**config.mk**
```make
export PLATFORM = sky130hd
export DESIGN_NAME = alu_issue_flat
export DESIGN_NICKNAME = d
export VERILOG_FILES = /design/src/rtl/alu_pkg.sv /design/src/rtl/alu_issue_if.sv /design/src/rtl/alu_regfile.sv /design/src/rtl/alu_issue.sv /design/src/flat_wrapper.sv
export SDC_FILE = /design/constraint.sdc
export NUM_CORES = 1
export LEC_CHECK = 0
export ABC_AREA = 1
export CAP_MARGIN = 20
export CORE_UTILIZATION = 49
export CTS_CLUSTER_SIZE = 20
export DETAILED_ROUTE_END_ITERATION = 10
export GPL_ROUTABILITY_DRIVEN = 0
export GPL_TIMING_DRIVEN = 1
export HOLD_SLACK_MARGIN = 0.15
export PLACE_DENSITY = 0.79
export REMOVE_ABC_BUFFERS = 1
export SLEW_MARGIN = 20
export SYNTH_ARGS = -nofsm -noshare
export SYNTH_HDL_FRONTEND = slang
export SYNTH_HIERARCHICAL = 1
export SYNTH_SLANG_ARGS = --single-unit
```
**constraint.sdc**
```tcl
create_clock -name clk -period 1.6 [get_ports clk]
set_input_delay 0.24 -clock clk [delete_from_list [all_inputs] [get_ports clk]]
set_output_delay 0.24 -clock clk [all_outputs]
set_load 0.02 [all_outputs]
```
**src/rtl/alu_pkg.sv**
```systemverilog
`default_nettype none
// +------------------------------------------------------------------+
// | alu_pkg : opcodes, FSM state encoding and opcode legality check   |
// | Revision: 1.0                                                     |
// +------------------------------------------------------------------+
package alu_pkg;

  localparam logic [2:0] OP_AND   = 3'd0;
  localparam logic [2:0] OP_OR    = 3'd1;
  localparam logic [2:0] OP_ADD   = 3'd2;
  localparam logic [2:0] OP_LOADI = 3'd3;
  localparam logic [2:0] OP_SUB   = 3'd6;
  localparam logic [2:0] OP_SLT   = 3'd7;

  localparam int REG_IDX_W = 2;
  localparam int DATA_W    = 4;

  typedef enum logic [1:0] {
    S_IDLE = 2'd0,
    S_READ = 2'd1,
    S_EXEC = 2'd2,
    S_WB   = 2'd3
  } state_e;

  function automatic logic is_legal_op(input logic [2:0] op);
    return !((op == 3'd4) || (op == 3'd5));
  endfunction

endpackage
`default_nettype wire

```
**src/rtl/alu_issue_if.sv**
```systemverilog
`default_nettype none
// +------------------------------------------------------------------+
// | alu_issue_if : instruction valid/ready handshake bundle           |
// | Revision: 1.0                                                     |
// +------------------------------------------------------------------+
interface alu_issue_if;
  logic       instr_valid;
  logic       instr_ready;
  logic [2:0] instr_op;
  logic [1:0] instr_rd;
  logic [1:0] instr_rs;
  logic [1:0] instr_rt;
  logic [3:0] instr_imm;

  modport master (
    output instr_valid, instr_op, instr_rd, instr_rs, instr_rt, instr_imm,
    input  instr_ready
  );

  modport slave (
    input  instr_valid, instr_op, instr_rd, instr_rs, instr_rt, instr_imm,
    output instr_ready
  );
endinterface
`default_nettype wire

```
**src/rtl/alu_regfile.sv**
```systemverilog
`default_nettype none
// +------------------------------------------------------------------+
// | alu_regfile : 4x4 register file, R0 hardwired to zero,            |
// | two read ports, one debug read port, one synchronous write port   |
// | Revision: 1.0                                                     |
// +------------------------------------------------------------------+
module alu_regfile
  import alu_pkg::*;
#(
  parameter int NREG = 4
) (
  input  wire logic                 clk,
  input  wire logic                 rst_n,
  input  wire logic                 we,
  input  wire logic [REG_IDX_W-1:0] waddr,
  input  wire logic [DATA_W-1:0]    wdata,
  input  wire logic [REG_IDX_W-1:0] raddr_a,
  output logic      [DATA_W-1:0]    rdata_a,
  input  wire logic [REG_IDX_W-1:0] raddr_b,
  output logic      [DATA_W-1:0]    rdata_b,
  input  wire logic [REG_IDX_W-1:0] dbg_sel,
  output logic      [DATA_W-1:0]    dbg_data
);

  logic [DATA_W-1:0] regs [NREG];

  assign regs[0] = '0;

  for (genvar i = 1; i < NREG; i++) begin : g_reg
    logic [DATA_W-1:0] reg_q;
    logic [DATA_W-1:0] reg_d;

    always_comb begin
      reg_d = reg_q;
      if (we && (waddr == REG_IDX_W'(i))) begin
        reg_d = wdata;
      end
    end

    always_ff @(posedge clk) begin
      if (!rst_n) begin
        reg_q <= '0;
      end else begin
        reg_q <= reg_d;
      end
    end

    assign regs[i] = reg_q;
  end

  assign rdata_a  = regs[raddr_a];
  assign rdata_b  = regs[raddr_b];
  assign dbg_data = regs[dbg_sel];

endmodule
`default_nettype wire

```
**src/rtl/alu_issue.sv**
```systemverilog
`default_nettype none
// +------------------------------------------------------------------+
// | alu_issue : sequencing front end for the external 4-bit alu.      |
// | Optional retired-instruction counter: define ALU_ISSUE_PERF_EN.   |
// | Revision: 1.0                                                     |
// +------------------------------------------------------------------+
module alu_issue
  import alu_pkg::*;
#(
  parameter int NREG = 4
) (
  input  wire logic       clk,
  input  wire logic       rst_n,
  alu_issue_if.slave      instr,
  output logic      [3:0] alu_a,
  output logic      [3:0] alu_b,
  output logic      [2:0] alu_op,
  output logic            alu_ci,
  output logic            alu_zero,
  input  wire logic [3:0] alu_r,
  input  wire logic       alu_co,
  input  wire logic       alu_slt,
  output logic            flag_c,
  output logic            flag_s,
  output logic            flag_z,
  output logic            wb_valid,
  output logic            err,
  input  wire logic [1:0] dbg_sel,
  output logic      [3:0] dbg_data,
  output logic      [7:0] perf_count
);

  state_e     state_q, state_d;
  logic [2:0] op_q, op_d;
  logic [1:0] rd_q, rd_d, rs_q, rs_d, rt_q, rt_d;
  logic [3:0] imm_q, imm_d;
  logic [3:0] alu_a_q, alu_a_d, alu_b_q, alu_b_d;
  logic [2:0] alu_op_q, alu_op_d;
  logic       alu_ci_q, alu_ci_d;
  logic [3:0] res_q, res_d;
  logic       co_q, co_d, slt_q, slt_d;
  logic       flag_c_q, flag_c_d, flag_s_q, flag_s_d, flag_z_q, flag_z_d;
  logic       wb_valid_q, wb_valid_d;
  logic       err_q, err_d;

  logic       wb_we;
  logic [3:0] wb_val;
  logic [3:0] rf_a, rf_b;

  alu_regfile #(.NREG(NREG)) u_regfile (
    .clk      (clk),
    .rst_n    (rst_n),
    .we       (wb_we),
    .waddr    (rd_q),
    .wdata    (wb_val),
    .raddr_a  (rs_q),
    .rdata_a  (rf_a),
    .raddr_b  (rt_q),
    .rdata_b  (rf_b),
    .dbg_sel  (dbg_sel),
    .dbg_data (dbg_data)
  );

  // SLT retires the comparison bit rather than the ALU difference
  always_comb begin
    case (op_q)
      OP_SLT:   wb_val = {3'b000, slt_q};
      OP_LOADI: wb_val = imm_q;
      default:  wb_val = res_q;
    endcase
  end

  always_comb begin
    state_d    = state_q;
    op_d       = op_q;
    rd_d       = rd_q;
    rs_d       = rs_q;
    rt_d       = rt_q;
    imm_d      = imm_q;
    alu_a_d    = alu_a_q;
    alu_b_d    = alu_b_q;
    alu_op_d   = alu_op_q;
    alu_ci_d   = alu_ci_q;
    res_d      = res_q;
    co_d       = co_q;
    slt_d      = slt_q;
    flag_c_d   = flag_c_q;
    flag_s_d   = flag_s_q;
    flag_z_d   = flag_z_q;
    wb_valid_d = 1'b0;
    err_d      = err_q;
    wb_we      = 1'b0;

    case (state_q)
      S_IDLE: begin
        if (instr.instr_valid) begin
          if (is_legal_op(instr.instr_op)) begin
            op_d    = instr.instr_op;
            rd_d    = instr.instr_rd;
            rs_d    = instr.instr_rs;
            rt_d    = instr.instr_rt;
            imm_d   = instr.instr_imm;
            state_d = S_READ;
          end else begin
            err_d = 1'b1;
          end
        end
      end
      S_READ: begin
        alu_a_d  = rf_a;
        alu_b_d  = rf_b;
        alu_op_d = op_q;
        alu_ci_d = (op_q == OP_SUB) || (op_q == OP_SLT);
        state_d  = (op_q == OP_LOADI) ? S_WB : S_EXEC;
      end
      S_EXEC: begin
        res_d   = alu_r;
        co_d    = alu_co;
        slt_d   = alu_slt;
        state_d = S_WB;
      end
      S_WB: begin
        wb_we      = 1'b1;
        wb_valid_d = 1'b1;
        flag_z_d   = (wb_val == 4'd0);
        flag_c_d   = (op_q == OP_LOADI) ? 1'b0 : co_q;
        flag_s_d   = (op_q == OP_SLT) ? slt_q : 1'b0;
        state_d    = S_IDLE;
      end
      default: state_d = S_IDLE;
    endcase
  end

  always_ff @(posedge clk) begin
    if (!rst_n) begin
      state_q    <= S_IDLE;
      op_q       <= '0;
      rd_q       <= '0;
      rs_q       <= '0;
      rt_q       <= '0;
      imm_q      <= '0;
      alu_a_q    <= '0;
      alu_b_q    <= '0;
      alu_op_q   <= '0;
      alu_ci_q   <= 1'b0;
      res_q      <= '0;
      co_q       <= 1'b0;
      slt_q      <= 1'b0;
      flag_c_q   <= 1'b0;
      flag_s_q   <= 1'b0;
      flag_z_q   <= 1'b0;
      wb_valid_q <= 1'b0;
      err_q      <= 1'b0;
    end else begin
      state_q    <= state_d;
      op_q       <= op_d;
      rd_q       <= rd_d;
      rs_q       <= rs_d;
      rt_q       <= rt_d;
      imm_q      <= imm_d;
      alu_a_q    <= alu_a_d;
      alu_b_q    <= alu_b_d;
      alu_op_q   <= alu_op_d;
      alu_ci_q   <= alu_ci_d;
      res_q      <= res_d;
      co_q       <= co_d;
      slt_q      <= slt_d;
      flag_c_q   <= flag_c_d;
      flag_s_q   <= flag_s_d;
      flag_z_q   <= flag_z_d;
      wb_valid_q <= wb_valid_d;
      err_q      <= err_d;
    end
  end

  assign instr.instr_ready = (state_q == S_IDLE);
  assign alu_a    = alu_a_q;
  assign alu_b    = alu_b_q;
  assign alu_op   = alu_op_q;
  assign alu_ci   = alu_ci_q;
  assign alu_zero = 1'b0;
  assign flag_c   = flag_c_q;
  assign flag_s   = flag_s_q;
  assign flag_z   = flag_z_q;
  assign wb_valid = wb_valid_q;
  assign err      = err_q;

`ifdef ALU_ISSUE_PERF_EN
  logic [7:0] perf_q, perf_d;

  // Saturating count of writebacks; illegal ops never reach WB
  always_comb begin
    perf_d = perf_q;
    if ((state_q == S_WB) && (perf_q != 8'hFF)) begin
      perf_d = perf_q + 8'd1;
    end
  end

  always_ff @(posedge clk) begin
    if (!rst_n) begin
      perf_q <= '0;
    end else begin
      perf_q <= perf_d;
    end
  end

  assign perf_count = perf_q;
`else
  assign perf_count = '0;
`endif

endmodule
`default_nettype wire

```
**src/flat_wrapper.sv**
```systemverilog
// flat-port wrapper written by rule: the top's interface ports become plain ports
module alu_issue_flat import alu_pkg::*;
#(
  parameter int NREG = 4
)
  (clk, rst_n, alu_a, alu_b, alu_op, alu_ci, alu_zero, alu_r, alu_co, alu_slt, flag_c, flag_s, flag_z, wb_valid, err, dbg_sel, dbg_data, perf_count, instr_instr_valid, instr_instr_op, instr_instr_rd, instr_instr_rs, instr_instr_rt, instr_instr_imm, instr_instr_ready);
  alu_issue_if instr_i ();
  input  wire logic clk;
  input  wire logic rst_n;
  output logic      [3:0] alu_a;
  output logic      [3:0] alu_b;
  output logic      [2:0] alu_op;
  output logic alu_ci;
  output logic alu_zero;
  input  wire logic [3:0] alu_r;
  input  wire logic alu_co;
  input  wire logic alu_slt;
  output logic flag_c;
  output logic flag_s;
  output logic flag_z;
  output logic wb_valid;
  output logic err;
  input  wire logic [1:0] dbg_sel;
  output logic      [3:0] dbg_data;
  output logic      [7:0] perf_count;
  input wire logic [$bits(instr_i.instr_valid)-1:0] instr_instr_valid;
  input wire logic [$bits(instr_i.instr_op)-1:0] instr_instr_op;
  input wire logic [$bits(instr_i.instr_rd)-1:0] instr_instr_rd;
  input wire logic [$bits(instr_i.instr_rs)-1:0] instr_instr_rs;
  input wire logic [$bits(instr_i.instr_rt)-1:0] instr_instr_rt;
  input wire logic [$bits(instr_i.instr_imm)-1:0] instr_instr_imm;
  output wire logic [$bits(instr_i.instr_ready)-1:0] instr_instr_ready;
  assign instr_i.instr_valid = instr_instr_valid;
  assign instr_i.instr_op = instr_instr_op;
  assign instr_i.instr_rd = instr_instr_rd;
  assign instr_i.instr_rs = instr_instr_rs;
  assign instr_i.instr_rt = instr_instr_rt;
  assign instr_i.instr_imm = instr_instr_imm;
  assign instr_instr_ready = instr_i.instr_ready;
  alu_issue #(.NREG(NREG)) u_core (.clk(clk), .rst_n(rst_n), .instr(instr_i), .alu_a(alu_a), .alu_b(alu_b), .alu_op(alu_op), .alu_ci(alu_ci), .alu_zero(alu_zero), .alu_r(alu_r), .alu_co(alu_co), .alu_slt(alu_slt), .flag_c(flag_c), .flag_s(flag_s), .flag_z(flag_z), .wb_valid(wb_valid), .err(err), .dbg_sel(dbg_sel), .dbg_data(dbg_data), .perf_count(perf_count));
endmodule
```
==> impl_metrics.env <==
export IMPL_period_needed_ns=1.55
export IMPL_drtAntennaViolNets=0
export IMPL_die_w_um=71.0
export IMPL_dp_hpwl_mm=3.51
export IMPL_postCtsSetupBuffers=0
export IMPL_drv_cap=0
export IMPL_path_max_fanout=4
export IMPL_synth_edf_count=0
export IMPL_min_to="u_core/imm_q[2]"
export IMPL_vias_per_cell=4.95
export IMPL_finalSetupViolations=0
export IMPL_violations="design-rule violations"
export IMPL_grtUsageTotal_pct=22.2
export IMPL_cts_tree="done"
export IMPL_num_vias=2164
export IMPL_grt_pass1_vias=2038
export IMPL_root_buffer="clkbuf_8"
export IMPL_start_util_pct=52.2
export IMPL_ios=55
export IMPL_rows=24
export IMPL_status="complete, but fails checks"
export IMPL_rsz0062_at_grt="false"
export IMPL_core_area_um2=4470
export IMPL_hp_class="register to register"
export IMPL_ys_flop_type="dfxtp_1"
export IMPL_clock_latency_ns=0.30
export IMPL_wl_mm=4.90
export IMPL_antenna_found_initial=0
export IMPL_nets=413
export IMPL_post_dp_cell_area_um2=2850
export IMPL_clkTransAtPathRegs_ns=0.09
export IMPL_holdPathStages=2
export IMPL_endpoint_kind="output pin"
export IMPL_synth_seq_cells=50
export IMPL_cts_inserted_buffers=5
export IMPL_dp_cells=429
export IMPL_io_buffers=45
export IMPL_drt_pass1_iterations=9
export IMPL_p_leak_nw=1.34
export IMPL_num_antenna_cells=0
export IMPL_wire_per_inst_um=11.2
export IMPL_syn2layout_area_growth_pct=25.2
export IMPL_cp_required_ns=1.36
export IMPL_drt_iter0_drc=177
export IMPL_final_cells=437
export IMPL_r2r_end="u_core/imm_q[3]"
export IMPL_fmax_mhz=644
export IMPL_die_area_um2=5040
export IMPL_syn_area_um2=2330
export IMPL_finalCritPeriodShare_pct=97.1
export IMPL_holdCritStartpoint="u_core/imm_q[2]"
export IMPL_r2r_slack_ns=0.24
export IMPL_ys_async_sr_fraction_pct=0
export IMPL_ys_seq_area_share_pct=42.9
export IMPL_postSynthCellCount=336
export IMPL_reg2regPathDepth=7
export IMPL_synth_cell_type_count=23
export IMPL_final_util_pct=65.3
export IMPL_yosys_warnings=6
export IMPL_cts_hold_buf=0
export IMPL_grt_start_max_net_pins=47
export IMPL_power_per_cell_area_nw_per_um2=1350
export IMPL_die_y_um=71.0
export IMPL_holdWs_ns=0.451
export IMPL_cts_buffer_depth=2
export IMPL_critPathLaunchType="primary input"
export IMPL_drc=5
export IMPL_overflow=0
export IMPL_worst_setup_path_type="primary input to output pin"
export IMPL_h_tree_depth=2
export IMPL_numClockSinks=50
export IMPL_ir_worst_vdd_mv=1.10
export IMPL_grt_pass1_wl_mm=8.89
export IMPL_avgSynthCellArea_um2=6.94
export IMPL_critical_path_arrival_ns=1.31
export IMPL_final_layout_size_suffix_gt1_share_pct=9.87
export IMPL_skew_ns=0.00730
export IMPL_regToRegStartpoint="u_core/state_q[1]"
export IMPL_hold_viol=0
export IMPL_fin_area_um2=2920
export IMPL_slew_violations=0
## cells in the final DEF, fill, tap and decap left out, types with 6 or more instances in the layout
cell type and n:
dfxtp_1 49, nand3_1 16, conb_1 9, inv_1 35, nand2_1 55, nor2_1 67, buf_4 8, o21ai_0 38
clkdlybuf4s50_1 40, a21oi_1 28, clkbuf_8 6
## Yosys cell counts (2+ instances only)
master / n / area (um^2)
o21ai_0: 38 / 190
nand3_1: 16 / 80.1
nand3_2: 2 / 20.0
buf_4: 9 / 67.6
inv_1: 35 / 131
clkbuf_1: 5 / 18.8
o21ai_2: 5 / 43.8
a21oi_2: 2 / 17.5
nor2_1: 67 / 251
inv_2: 3 / 11.3
o21ai_1: 3 / 15.0
dfxtp_1: 50 / 1000
a21oi_1: 28 / 140
buf_2: 6 / 30.0
ha_1: 5 / 62.6
nand2_1: 55 / 206
## metrics by stage
stage / total power [mW] / setup TNS [ns] / setup slack (ns)
CTS: 3.96 / 0 / 0.0216
floorplan: 2.61 / 0 / 0.145
detailed placement: 3.24 / -1.57 / -0.400
finish: 3.94 / 0 / 0.0465
global route: 4.26 / 0 / 0.00120
global placement: 3.20 / -1.50 / -0.375
## how the worst max path moves through the flow
stage,cells after the start,start,end
floorplan,5,u_core/state_q[0],u_core/imm_q[0]
global placement,5,dbg_sel[0],dbg_data[1]
detailed placement,5,dbg_sel[0],dbg_data[2]
CTS,3,u_core/state_q[1],instr_instr_ready
global route,7,dbg_sel[0],dbg_data[1]
finish,5,dbg_sel[0],dbg_data[0]
## cell families after synthesis
logic type	after synthesis	share of synthesized area [%]
simple gates	145	25.6
compound gates	76	17.4
buf+inv	59	11.3
flops	50	42.9
fa+ha+maj	5	2.68
other cells	1	0.161
## registers in the layout, summed over array words and instances, names as in the netlist
signal and cells:
u_core/wb_valid 1, u_core/state_q 2, u_core/rd_q 2, u_core/slt_q 1
u_core/alu_b 4, u_core/rs_q 2, u_core/alu_op 3, u_core/alu_ci 1
u_core/flag_z 1, u_core/alu_a 4, u_core/u_regfile/g.reg_q 12, u_core/imm_q 4
u_core/err 1, u_core/flag_s 1, u_core/res_q 4, u_core/op_q 3
u_core/co_q 1, u_core/flag_c 1, u_core/rt_q 2
## repair_timing
| action | 4_1_cts | 5_1_grt |
|---|---|---|
| setup endpoints to repair | 5 | 2 |
| hold endpoints to repair | 0 | 0 |
| gates resized for setup | 17 | 4 |
## final cells by class
type	instances	area, um^2
inverters	38	143
clock inverters	1	5.00
multi-input cells	235	1100
well taps	52	65.1
fillers	421	1550
repair buffers	54	520
clock buffers	7	86.3
flip-flops and latches	50	1000
## per-layer routing
layer / vias to the layer above / global-route usage (%) / routed length [um]
met5: - / 0 / 0
met4: 0 / 6.44 / 74
met3: 9 / 5.56 / 274
met2: 62 / 37.7 / 2320
met1: 953 / 27.9 / 2230
li1: 1140 / - / -
## critical path: stages
cell,delay [ns]
clkdlybuf4s50_1,0.50
inv_2,0.05
or2_4,0.25
o21ai_2,0.11
buf_2,0.17
## where the power goes
group	total [mW]	switching (mW)	internal [mW]	leakage (nW)
logic	1.48	0.856	0.625	0.888
registers	1.72	0.200	1.52	0.409
clock network	0.743	0.394	0.349	0.0482
total	3.94	1.45	2.49	1.34
Power figures use the tool's default switching activity.
